$ cat src/rtl/bus_arbiter_pkg.sv
// -----------------------------------------------------------------------------
// bus_arbiter_pkg
// Shared types for the core bus arbiter: ibus/dbus/cbus request and response
// payloads, the access-size encoding, the arbiter FSM state and a helper that
// picks the 32-bit instruction lane from a 64-bit bus beat.
// -----------------------------------------------------------------------------
package bus_arbiter_pkg;

    localparam int unsigned CORE_ADDR_W  = 64;
    localparam int unsigned CORE_DATA_W  = 64;
    localparam int unsigned CORE_STRB_W  = 8;
    localparam int unsigned CORE_INSTR_W = 32;

    // Access size in bytes: 1, 2, 4, 8
    typedef enum logic [2:0] {
        MSIZE1 = 3'd0,
        MSIZE2 = 3'd1,
        MSIZE4 = 3'd2,
        MSIZE8 = 3'd3
    } msize_t;

    typedef enum logic [1:0] {
        IDLE  = 2'd0,
        IBUSY = 2'd1,
        DBUSY = 2'd2
    } arb_state_t;

    typedef struct packed {
        logic                   valid;
        logic [CORE_ADDR_W-1:0] addr;
    } ibus_req_t;

    typedef struct packed {
        logic                    addr_ok;
        logic                    data_ok;
        logic [CORE_INSTR_W-1:0] data;
    } ibus_resp_t;

    typedef struct packed {
        logic                   valid;
        logic [CORE_ADDR_W-1:0] addr;
        msize_t                 size;
        logic [CORE_STRB_W-1:0] strobe;
        logic [CORE_DATA_W-1:0] data;
    } dbus_req_t;

    typedef struct packed {
        logic                   addr_ok;
        logic                   data_ok;
        logic [CORE_DATA_W-1:0] data;
    } dbus_resp_t;

    typedef struct packed {
        logic                   valid;
        logic                   is_write;
        logic [CORE_ADDR_W-1:0] addr;
        msize_t                 size;
        logic [CORE_STRB_W-1:0] strobe;
        logic [CORE_DATA_W-1:0] data;
    } cbus_req_t;

    typedef struct packed {
        logic                   ready;
        logic [CORE_DATA_W-1:0] data;
    } cbus_resp_t;

    // Select the instruction word inside a 64-bit beat by address bit 2
    function automatic logic [CORE_INSTR_W-1:0] ibus_lane(
        input logic [CORE_DATA_W-1:0] beat,
        input logic                   hi
    );
        return hi ? beat[CORE_DATA_W-1 -: CORE_INSTR_W] : beat[CORE_INSTR_W-1:0];
    endfunction

endpackage

$ cat src/rtl/bus_arbiter_if.sv
// -----------------------------------------------------------------------------
// bus_arbiter_if
// Bundles the core-side ibus/dbus ports and the shared cbus port.
//   slave  : arbiter view (takes ireq/dreq/oresp, drives iresp/dresp/oreq)
//   master : environment view (core + memory side)
// -----------------------------------------------------------------------------
interface bus_arbiter_if;
    import bus_arbiter_pkg::*;

    ibus_req_t  ireq;
    ibus_resp_t iresp;
    dbus_req_t  dreq;
    dbus_resp_t dresp;
    cbus_req_t  oreq;
    cbus_resp_t oresp;

    modport slave (
        input  ireq, dreq, oresp,
        output iresp, dresp, oreq
    );

    modport master (
        output ireq, dreq, oresp,
        input  iresp, dresp, oreq
    );
endinterface

$ cat src/rtl/bus_arbiter.sv
// -----------------------------------------------------------------------------
// bus_arbiter
// Two-to-one arbiter merging the instruction bus and data bus onto one cbus.
// The winning request is latched on grant and drives oreq until the memory
// side returns ready; the owner then gets a one-cycle addr_ok/data_ok pulse.
// Ties alternate so neither requestor starves.
// Ports:
//   clk    : clock
//   reset  : asynchronous, active-low
//   arb    : bus_arbiter_if.slave (ireq/dreq/oresp in, iresp/dresp/oreq out)
// -----------------------------------------------------------------------------
module bus_arbiter
    import bus_arbiter_pkg::*;
#(
    parameter int unsigned ADDR_W     = 64,
    parameter int unsigned DATA_W     = 64,
    parameter bit          DATA_FIRST = 1'b1
) (
    input  logic         clk,
    input  logic         reset,
    bus_arbiter_if.slave arb
);

    arb_state_t        r_state;
    cbus_req_t         r_oreq;
    logic              r_yield;   // default-priority side gives up the next tie

    logic              w_grant_d;
    logic              w_grant_i;
    logic              w_done;
    logic [DATA_W-1:0] w_rdata;

    // dbus wins when alone, or on a tie when the (possibly flipped) priority favours it
    assign w_grant_d = arb.dreq.valid & (~arb.ireq.valid | (DATA_FIRST ^ r_yield));
    assign w_grant_i = arb.ireq.valid & ~w_grant_d;
    assign w_done    = (r_state != IDLE) & arb.oresp.ready;
    assign w_rdata   = DATA_W'(arb.oresp.data);

    // Bus request only ever comes from the holding register
    assign arb.oreq = r_oreq;

    // FSM plus holding register
    always_ff @(posedge clk or negedge reset) begin
        if (!reset) begin
            r_state <= IDLE;
            r_oreq  <= '0;
            r_yield <= 1'b0;
        end else begin
            unique case (r_state)
                IDLE: begin
                    if (w_grant_d) begin
                        r_state         <= DBUSY;
                        r_oreq.valid    <= 1'b1;
                        r_oreq.is_write <= |arb.dreq.strobe;
                        r_oreq.addr     <= CORE_ADDR_W'(arb.dreq.addr[ADDR_W-1:0]);
                        r_oreq.size     <= arb.dreq.size;
                        r_oreq.strobe   <= arb.dreq.strobe;
                        r_oreq.data     <= CORE_DATA_W'(arb.dreq.data[DATA_W-1:0]);
                    end else if (w_grant_i) begin
                        r_state         <= IBUSY;
                        r_oreq.valid    <= 1'b1;
                        r_oreq.is_write <= 1'b0;
                        r_oreq.addr     <= CORE_ADDR_W'(arb.ireq.addr[ADDR_W-1:0]);
                        r_oreq.size     <= MSIZE4;
                        r_oreq.strobe   <= '0;
                        r_oreq.data     <= '0;
                    end
                end
                IBUSY, DBUSY: begin
                    if (arb.oresp.ready) begin
                        r_state <= IDLE;
                        r_oreq  <= '0;
                        // Completing on the default side flips the next tie once
                        r_yield <= ((r_state == DBUSY) == DATA_FIRST);
                    end
                end
                default: begin
                    r_state <= IDLE;
                    r_oreq  <= '0;
                end
            endcase
        end
    end

    // Response muxing: only the owner sees the completion pulse
    always_comb begin
        arb.iresp = '0;
        arb.dresp = '0;
        if (w_done) begin
            if (r_state == IBUSY) begin
                arb.iresp.addr_ok = 1'b1;
                arb.iresp.data_ok = 1'b1;
                arb.iresp.data    = ibus_lane(CORE_DATA_W'(w_rdata), r_oreq.addr[2]);
            end else begin
                arb.dresp.addr_ok = 1'b1;
                arb.dresp.data_ok = 1'b1;
                arb.dresp.data    = CORE_DATA_W'(w_rdata);
            end
        end
    end

endmodule
$ cat src/flat_wrapper.sv
// flat-port wrapper written by rule: the top's interface ports become plain ports
module bus_arbiter_flat import bus_arbiter_pkg::*;
#(
    parameter int unsigned ADDR_W     = 64,
    parameter int unsigned DATA_W     = 64,
    parameter bit          DATA_FIRST = 1'b1
)
  (clk, reset, arb_ireq, arb_dreq, arb_oresp, arb_iresp, arb_dresp, arb_oreq);
  bus_arbiter_if arb_i ();
  input  logic clk;
  input  logic reset;
  input wire logic [$bits(arb_i.ireq)-1:0] arb_ireq;
  input wire logic [$bits(arb_i.dreq)-1:0] arb_dreq;
  input wire logic [$bits(arb_i.oresp)-1:0] arb_oresp;
  output wire logic [$bits(arb_i.iresp)-1:0] arb_iresp;
  output wire logic [$bits(arb_i.dresp)-1:0] arb_dresp;
  output wire logic [$bits(arb_i.oreq)-1:0] arb_oreq;
  assign arb_i.ireq = arb_ireq;
  assign arb_i.dreq = arb_dreq;
  assign arb_i.oresp = arb_oresp;
  assign arb_iresp = arb_i.iresp;
  assign arb_dresp = arb_i.dresp;
  assign arb_oreq = arb_i.oreq;
  bus_arbiter #(.ADDR_W(ADDR_W), .DATA_W(DATA_W), .DATA_FIRST(DATA_FIRST)) u_core (.clk(clk), .reset(reset), .arb(arb_i));
endmodule
$ cat config.mk
export PLATFORM = sky130hd
export DESIGN_NAME = bus_arbiter_flat
export DESIGN_NICKNAME = d
export VERILOG_FILES = /design/src/rtl/bus_arbiter_pkg.sv /design/src/rtl/bus_arbiter_if.sv /design/src/rtl/bus_arbiter.sv /design/src/flat_wrapper.sv
export SDC_FILE = /design/constraint.sdc
export NUM_CORES = 1
export LEC_CHECK = 0
export BUFFER_PORTS_ARGS = -buffer_cell sky130_fd_sc_hd__buf_2
export CORE_AREA = 2 2 199 201
export DETAILED_ROUTE_END_ITERATION = 8
export DIE_AREA = 0 0 201 203
export GPL_ROUTABILITY_DRIVEN = 0
export GPL_TIMING_DRIVEN = 0
export HOLD_SLACK_MARGIN = 0.1
export PLACE_DENSITY_LB_ADDON = 0.1
export SLEW_MARGIN = 0
export SYNTH_ARGS = -nofsm -noshare
export SYNTH_HDL_FRONTEND = slang
export SYNTH_SLANG_ARGS = --single-unit
$ cat constraint.sdc
create_clock -name clk -period 2.1 [get_ports clk]
set_clock_uncertainty 0.1 [all_clocks]
set_input_delay 0.21 -clock clk [delete_from_list [all_inputs] [get_ports clk]]
set_output_delay 0.21 -clock clk [all_outputs]
set_load 0.02 [all_outputs]
==> results of run 1 <==
==> worst max-delay path by stage <==
stage | from | to | depth (start not counted)
finish | u_core.r_state[1] | arb_dresp[17] | 8
global route | u_core.r_state[1] | arb_dresp[17] | 8
CTS | u_core.r_state[1] | arb_dresp[24] | 9
detailed placement | u_core.r_state[1] | arb_dresp[42] | 8
global placement | reset | u_core.arb.oreq[98] | 1
floorplan | u_core.r_state[0] | arb_dresp[10] | 7
==> logic make-up after synthesis <==
logic type,Yosys count
buffers and inverters,88
adder cells (fa/ha/maj),3
multiplexers,34
AND/OR/NAND/NOR,236
AO/OA/AOI/OAI,210
flip-flops,144
==> repair_timing <==
action                                  4_1_cts  5_1_grt
buffers inserted                             15       10
gates cloned                                  3       13
endpoints found under the setup margin      243      208
hold buffers                                206        0
gates resized for setup                     310      198
pin swaps                                    33       39
endpoints found under the hold margin       223        0
==> worst max-delay path: stages (launching register included) <==
cell and delay, ns:
dfrtp_1 0.39, inv_2 0.07, ha_2 0.20, nor3b_4 0.23, buf_8 0.18, buf_12 0.13, clkbuf_16 0.13, and2_4 0.13
buf_6 0.12
==> power by group <==
part | internal (mW) | total, mW | switching (mW)
combinational | 5.44 | 12.6 | 7.18
clock | 1.75 | 3.16 | 1.41
sequential | 4.01 | 4.80 | 0.790
==> routing by layer <==
| layer | GRT usage (%) | routed length, um |
|---|---|---|
| met3 | 4.04 | 2040 |
| met1 | 21.5 | 16400 |
| met2 | 34.6 | 21800 |
| met5 | 0 | 0 |
| met4 | 6.69 | 958 |
==> final cells by class <==
type | instances | share of cell area (%)
repair buffers | 757 | 36.5
multi-input cells | 483 | 26.9
flip-flops and latches | 144 | 23.2
plain buffers | 81 | 5.20
well taps | 518 | 4.17
clock buffers | 20 | 3.01
clock inverters | 12 | 0.798
inverters | 4 | 0.177
diodes | 2 | 0.0322
==> sequential cells by signal, summed over array words and instances (netlist names) <==
register and cells:
u_core.arb.oreq 141, u_core.r_state 2, u_core.r_yield 1
==> metrics by stage <==
step	setup slack (ns)	cell area [um^2]	instances	total power, mW	TNS, ns
after CTS	-0.337	14200	1999	18.3	-24.36
after global placement	-1.90	10300	1745	13.7	-376.80
after detailed placement	-0.807	10300	1746	13.7	-108.46
final	-0.248	15500	2021	20.6	-17.51
after floorplan	0.126	7080	715	10.0	0
after global routing	-0.344	15500	2021	21.7	-32.93
==> cell usage after synthesis, drive strengths merged, types with 2 or more instances <==
| library cell | number | share of area, % |
|---|---|---|
| a21oi | 66 | 4.7 |
| ha | 3 | 0.53 |
| a22o | 75 | 9.3 |
| and2 | 65 | 5.7 |
| nor4 | 2 | 0.18 |
| buf | 36 | 3.4 |
| inv | 4 | 0.21 |
| nand2 | 4 | 0.21 |
| mux2i | 32 | 4.5 |
| a31oi | 64 | 5.7 |
| nand3 | 128 | 9.0 |
| dfrtp | 144 | 51 |
| nor2 | 32 | 1.7 |
| mux2 | 2 | 0.32 |
| clkbuf | 48 | 2.5 |
==> impl_metrics.toml, run 1 <==
[outcome]
status = "finished, violations left"
violations = "negative setup slack"

[grt]
antenna_found_initial = 2
grt_overflow = 0
grt_pass1_wl_mm = 58.5
first_global_vias = 9495
grt_max_degree = 96
track_usage_pct = 18.9

[logic_synthesis]
syn_area_um2 = 7080
synthAdderAreaFrac_pct = 0.530
synth_cell_type_count = 28
syn-num-nets = 990
yosysWarnings = 0
synth-edff-count = 0
postSynthAreaPerCell_um2 = 9.90
synth-xor-area-share_pct = 0
ys_seq_area_share_pct = 50.9
synth_top_family_by_area = "compound AO/OA/AOI/OAI gates"
synth_compound_area_share_pct = 20.1
async_flop_share_pct = 100
synth_mux_area_share_pct = 4.84
synthSimpleGateAreaFrac_pct = 17.4
synthFlopType = "dfrtp_1"
yosys_register_bits = 144
syn_inst = 715

[sta]
worst_slack_ns = -0.248
clock.fmax_mhz = 426
setup_viol = 159
finalHoldViolCount = 0
period_needed_ns = 2.35
worstMarginPinSlew_ns = 0.678
grt_setup_unrepaired = "yes"
maxSlewHeadroom_pct = 54.8
timing.hold.ws_ns = 0.180
slew_viol_final = 0
period_share_pct = 112

[final_layout]
utilization_pct = 40.4
regArea_um2 = 3600
fin_nets = 1763
final_common_cell = "buf_2"
fill_cells = 3855
drive_above_1_share_pct = 53.4
layout_common_cells = "441 x buf_2, 206 x dlygate4sd3_1, 143 x dfrtp_1"
syn2layout_area_growth_pct = 119
multi_input_area_um2 = 4180

[worst_hold_path]
hp-class = "input port to asynchronous set/reset pin"

[routing]
detail-route-antenna-nets = 0
wirelength_mm = 41.2
wl_per_cell_um = 20.4
drt_iter0_drc = 344
first_pass_iters = 4
viasPerCell = 4.46
post-route-drc-count = 0
vias = 9010

[cts]
clk_latency_ns = 0.44
clockBufferDepth = 2
cts.sinks = 144
numCtsBuffers = 17
clk_pin_slew_worst_paths_ns = 0.07
htree_num_levels = 4
cts_tree = "yes"
root_buffer = "clkbuf_16"

[floorplan]
dieHeight_um = 203
rows = 72
io_pins = 513
die_area_um2 = 40800
die-width_um = 201
start_util_pct = 18.4
core_um2 = 38500

[pwr]
peakVddDrop_v = 0.000603
power_density_nw_per_um2 = 1330
p_leak_nw = 7.36

[setup_path]
cp_max_fo = 6
r2r_cells = 9
path_class = "flop to output port"
ff2ff_setup_slack_ns = -0.07
crit_path_start_kind = "flop"
arrival_ns = 2.04
r2r-start = "u_core.r_state[1]"
rr_endpoint = "u_core.arb.oreq[89]"
cp-end-kind = "output port"
cp.required_ns = 1.79

[placement]
port_buffers = 512
detailed_place_hpwl_mm = 28.7

[run]
max-cap-violations = 0
(Power assumes the default switching activity.)
==> run 2, diff against run 1 <==
--- a/config.mk
+++ b/config.mk
@@ -5,7 +5,7 @@
 export SDC_FILE = /design/constraint.sdc
 export NUM_CORES = 1
 export LEC_CHECK = 0
-export BUFFER_PORTS_ARGS = -buffer_cell sky130_fd_sc_hd__buf_2
+export BUFFER_PORTS_ARGS = -buffer_cell sky130_fd_sc_hd__buf_4
 export CORE_AREA = 2 2 199 201
 export DETAILED_ROUTE_END_ITERATION = 8
 export DIE_AREA = 0 0 201 203
==> run 2 against run 1 <==
  * The run still ends with negative setup slack left
  * Final cell count increased by 0.35%
  * Core utilization increased by 4.0 points
  * First-iteration DRC count fell by 22%
  * Sequential cell count did not move
  * Final area increased by 10%
  * Combinational power increased by 11%
==> impl_metrics.toml, run 2 (synthesis results as in run 1) <==
[outcome]
status = "finished, violations left"
violations = "negative setup slack"

[routing]
vias = 9029
wl_per_cell_um = 21.1
viasPerCell = 4.45
first_pass_iters = 6
post-route-drc-count = 0
detail-route-antenna-nets = 0
wirelength_mm = 42.8
drt_iter0_drc = 267

[pwr]
peakVddDrop_v = 0.000664
finalPower_mw = 22.2
p_leak_nw = 7.83
power_density_nw_per_um2 = 1300

[setup_path]
ff2ff_setup_slack_ns = -0.09
cp_max_fo = 5
r2r_cells = 9
path_class = "flop to output port"
cp-end-kind = "output port"
cp.required_ns = 1.79
crit_path_start_kind = "flop"
arrival_ns = 2.06
r2r-start = "u_core.r_state[0]"
rr_endpoint = "u_core.arb.oreq[130]"

[grt]
grt_overflow = 0
grt_max_degree = 88
track_usage_pct = 19.8
antenna_found_initial = 4
grt_pass1_wl_mm = 60.8
first_global_vias = 9590

[cts]
cts_tree = "yes"
numCtsBuffers = 17
htree_num_levels = 4
clockBufferDepth = 2
root_buffer = "clkbuf_16"
clk_latency_ns = 0.44
clk_pin_slew_worst_paths_ns = 0.07
cts.sinks = 144

[placement]
detailed_place_hpwl_mm = 30.0
port_buffers = 512
post-place-ws_ns = -0.735
postPlaceCellArea_um2 = 11600
dp_cells = 1746

[floorplan]
io_pins = 513
die-width_um = 201
dieHeight_um = 203
core_um2 = 38500
die_area_um2 = 40800
rows = 72
start_util_pct = 18.4

[sta]
worst_slack_ns = -0.267
setup_viol = 161
period_share_pct = 113
final.setup.tns_ns = -24.68
maxSlewHeadroom_pct = 56.0
period_needed_ns = 2.37
timing.hold.ws_ns = 0.184
slew_viol_final = 0
worstMarginPinSlew_ns = 0.659
finalHoldViolCount = 0
clock.fmax_mhz = 422
grt_setup_unrepaired = "yes"

[final_layout]
regArea_um2 = 3600
fin_nets = 1771
drive_above_1_share_pct = 56.0
multi_input_area_um2 = 4320
utilization_pct = 44.4
layout_common_cells = "440 x buf_4, 206 x dlygate4sd3_1, 143 x dfrtp_1"
largest_reg_flops = 141
final_common_cell = "buf_4"
syn2layout_area_growth_pct = 141
stdcell_count = 2028
stdcell_area_um2 = 17100
fill_cells = 3725

[worst_hold_path]
hp-class = "input port to asynchronous set/reset pin"

[run]
max-cap-violations = 0
run 2: cell type report:
cell class	count	share of cell area, %
repair buffers	765	41.0
clock buffers	18	2.51
inverters	4	0.161
multi-input cells	483	25.3
clock inverters	13	1.09
plain buffers	81	5.00
diodes	2	0.0293
well taps	518	3.80
flip-flops and latches	144	21.1
run 2: worst max-delay path, stage by stage (launching register included):
cell	delay (ns)
dfrtp_1	0.39
buf_6	0.13
ha_4	0.16
nor3b_4	0.19
buf_6	0.17
clkbuf_16	0.17
clkbuf_16	0.15
and2_4	0.16
buf_6	0.11
run 2: worst max-delay path by stage:
stage	startpoint	endpoint	slack, ns	cells past startpoint
finish	u_core.r_state[0]	arb_dresp[37]	-0.27	8
global route	u_core.r_state[1]	arb_dresp[37]	-0.34	8
CTS	u_core.r_state[0]	arb_dresp[11]	-0.32	8
detailed placement	u_core.r_state[1]	arb_dresp[11]	-0.74	8
global placement	u_core.r_state[1]	arb_dresp[11]	-0.76	8
floorplan	u_core.r_state[0]	arb_dresp[10]	0.13	7
run 2: repair_timing:
item | 4_1_cts | 5_1_grt
pin swaps | 79 | 50
hold endpoints to repair | 200 | 0
resized for setup | 288 | 248
setup endpoints to repair | 243 | 215
cloned | 10 | 10
setup buffers | 12 | 14
hold buffers | 206 | 0
run 2: metal layers:
metal  track usage (%)  part of all wire [%]  routed length (um)  up-vias
li1                  -                     -                   -     4204
met1              22.6                    39               16800     4439
met2              36.4                    53               22600      316
met3              3.63                   4.5                1910       66
met4              8.15                   3.3                1410        4
met5                 0                 0.065                  28        -
run 2: report_power, final:
group          switching (mW)  leakage, nW  internal [mW]
clock network            1.35        0.289           1.99
registers               0.879         1.85           4.01
logic                    7.32         5.69           6.63
==> run 3, diff against run 2 <==
==> constraint.sdc (replaced) <==
create_clock -name clk -period 2.5 [get_ports clk]
set_clock_uncertainty 0.1 [all_clocks]
set_input_delay 0.25 -clock clk [delete_from_list [all_inputs] [get_ports clk]]
set_output_delay 0.25 -clock clk [all_outputs]
set_load 0.02 [all_outputs]
==> run 3 against run 2 <==
  * The run now ends clean
  * Clock power down 16%
  * Final cell count decreased by 1.8%
  * Wire length shrank 5.7%
  * Sequential cell count is the same
  * Core utilization is 6.8 points lower
  * Via count is 3.4% lower
==> impl_metrics.toml, run 3 (synthesis results as in run 1) <==
[outcome]
status = "complete, no violations"

[setup_path]
ff2ff_setup_slack_ns = 0.20
rr_endpoint = "u_core.arb.oreq[80]"
cp_slowest_cell = "dfrtp_1"
crit_path_start_kind = "flop"
critPathMaxStageDelay_ns = 0.38
path_buf_inv = 5
crit_chain = "buf_4 > ha_2 > nor3b_4 > buf_8 > buf_6 > buf_8 > and2_4 > buf_6"
cp.required_ns = 2.15
crit_family = "buffers and inverters"
r2r-start = "u_core.r_state[0]"
path_class = "flop to output port"
cp_max_fo = 7
arrival_ns = 2.05
r2r_cells = 7
cp-end-kind = "output port"

[final_layout]
regArea_um2 = 3600
stdcell_count = 1991
largest_reg_flops = 141
fill_cells = 3991
fin_nets = 1734
multi_input_area_um2 = 3080
syn2layout_area_growth_pct = 105
final_common_cell = "buf_4"
drive_above_1_share_pct = 41.6
layout_common_cells = "518 x buf_4, 206 x dlygate4sd3_1, 143 x dfrtp_1"
stdcell_area_um2 = 14500

[floorplan]
io_pins = 513
rows = 72
start_util_pct = 18.4
dieHeight_um = 203
die_area_um2 = 40800
die-width_um = 201
core_um2 = 38500

[cts]
htree_num_levels = 4
clk_latency_ns = 0.44
cts.sinks = 144
clockBufferDepth = 2
clk_pin_slew_worst_paths_ns = 0.07
cts_tree = "yes"
root_buffer = "clkbuf_16"
numCtsBuffers = 17

[sta]
maxSlewHeadroom_pct = 53.8
period_needed_ns = 2.40
final.setup.tns_ns = 0
period_share_pct = 96.0
clock.fmax_mhz = 417
slew_viol_final = 0
setup_viol = 0
worstMarginPinSlew_ns = 0.693
timing.hold.ws_ns = 0.232
finalHoldViolCount = 0
grt_setup_unrepaired = "no"

[grt]
track_usage_pct = 19.2
grt_pass1_wl_mm = 58.9
first_global_vias = 9311
antenna_found_initial = 2
grt_overflow = 0
grt_max_degree = 88

[pwr]
peakVddDrop_v = 0.000597
pwr-share-clk_pct = 17.9
p_leak_nw = 7.03
switching_share_pct = 43.9
seq_power_share_pct = 25.7
p_comb_share_pct = 56.4
p_int_mw = 8.74
power_density_nw_per_um2 = 1080
finalPower_mw = 15.6
switching_power_mw = 6.85

[placement]
detailed_place_hpwl_mm = 30.0
port_buffers = 512
postPlaceCellArea_um2 = 11600
dp_cells = 1746

[run]
max-cap-violations = 0

[routing]
wl_per_cell_um = 20.3
viasPerCell = 4.38
drt_iter0_drc = 419
detail-route-antenna-nets = 0
first_pass_iters = 4
vias = 8723
wirelength_mm = 40.3
post-route-drc-count = 0

[worst_hold_path]
hp-class = "input port to asynchronous set/reset pin"
[run 3: area by class of cell]
| type | count | area share [%] |
|---|---|---|
| inverter | 4 | 0.104 |
| tap | 518 | 4.48 |
| clock buffer | 18 | 2.96 |
| multi-input combinational | 483 | 21.2 |
| sequential | 144 | 24.9 |
| buffer | 81 | 3.23 |
| clock inverter | 13 | 1.29 |
| timing repair buffer | 728 | 41.8 |
| antenna | 2 | 0.0346 |
[run 3: metrics by stage]
step / worst slack (ns) / utilization, %
final: 0.0996 / 37.6
after global routing: 0.00449 / 37.6
after CTS: 0.0135 / 37.6
after detailed placement: -0.375 / 30.2
after global placement: -0.401 / 30.1
after floorplan: 0.486 / -
[run 3: how the worst max path moves through the flow]
| stage | start | end | slack (ns) | depth (start not counted) |
|---|---|---|---|---|
| 2_1_floorplan | u_core.r_state[0] | arb_dresp[10] | 0.49 | 7 |
| 4_1_cts | u_core.r_state[1] | arb_dresp[41] | 0.01 | 9 |
| 3_5_place_dp | u_core.r_state[1] | arb_dresp[11] | -0.38 | 8 |
| 5_1_grt | u_core.r_state[0] | arb_dresp[43] | 0.004 | 8 |
| 3_3_place_gp | u_core.r_state[1] | arb_dresp[11] | -0.40 | 8 |
| 6_report | u_core.r_state[0] | arb_dresp[42] | 0.1 | 8 |
[run 3: routing by layer]
layer	GRT usage [%]	vias to the layer above	wire, um
li1	-	4106	-
met1	21.9	4255	16000
met2	35.1	308	21300
met3	3.66	52	1860
met4	7.62	2	1090
met5	0	-	17
[run 3: power by group through the flow]
stage                     registers (mW)  logic [mW]  clock network, mW
final                               4.00        8.80               2.79
after global routing                4.14        9.41               2.97
after CTS                           4.00        8.87               2.87
after detailed placement            3.98        8.40                  0
after global placement              3.97        8.43                  0
after floorplan                     5.17        3.25                  0
[run 3: what timing repair did]
item                                    4_1_cts  5_1_grt
endpoints found under the setup margin      116      150
resized for setup                            33       20
hold endpoints to repair                    199        0
hold buffers                                206        0
pin swaps                                     2        3
cloned                                        1        0
buffers inserted                              8        0
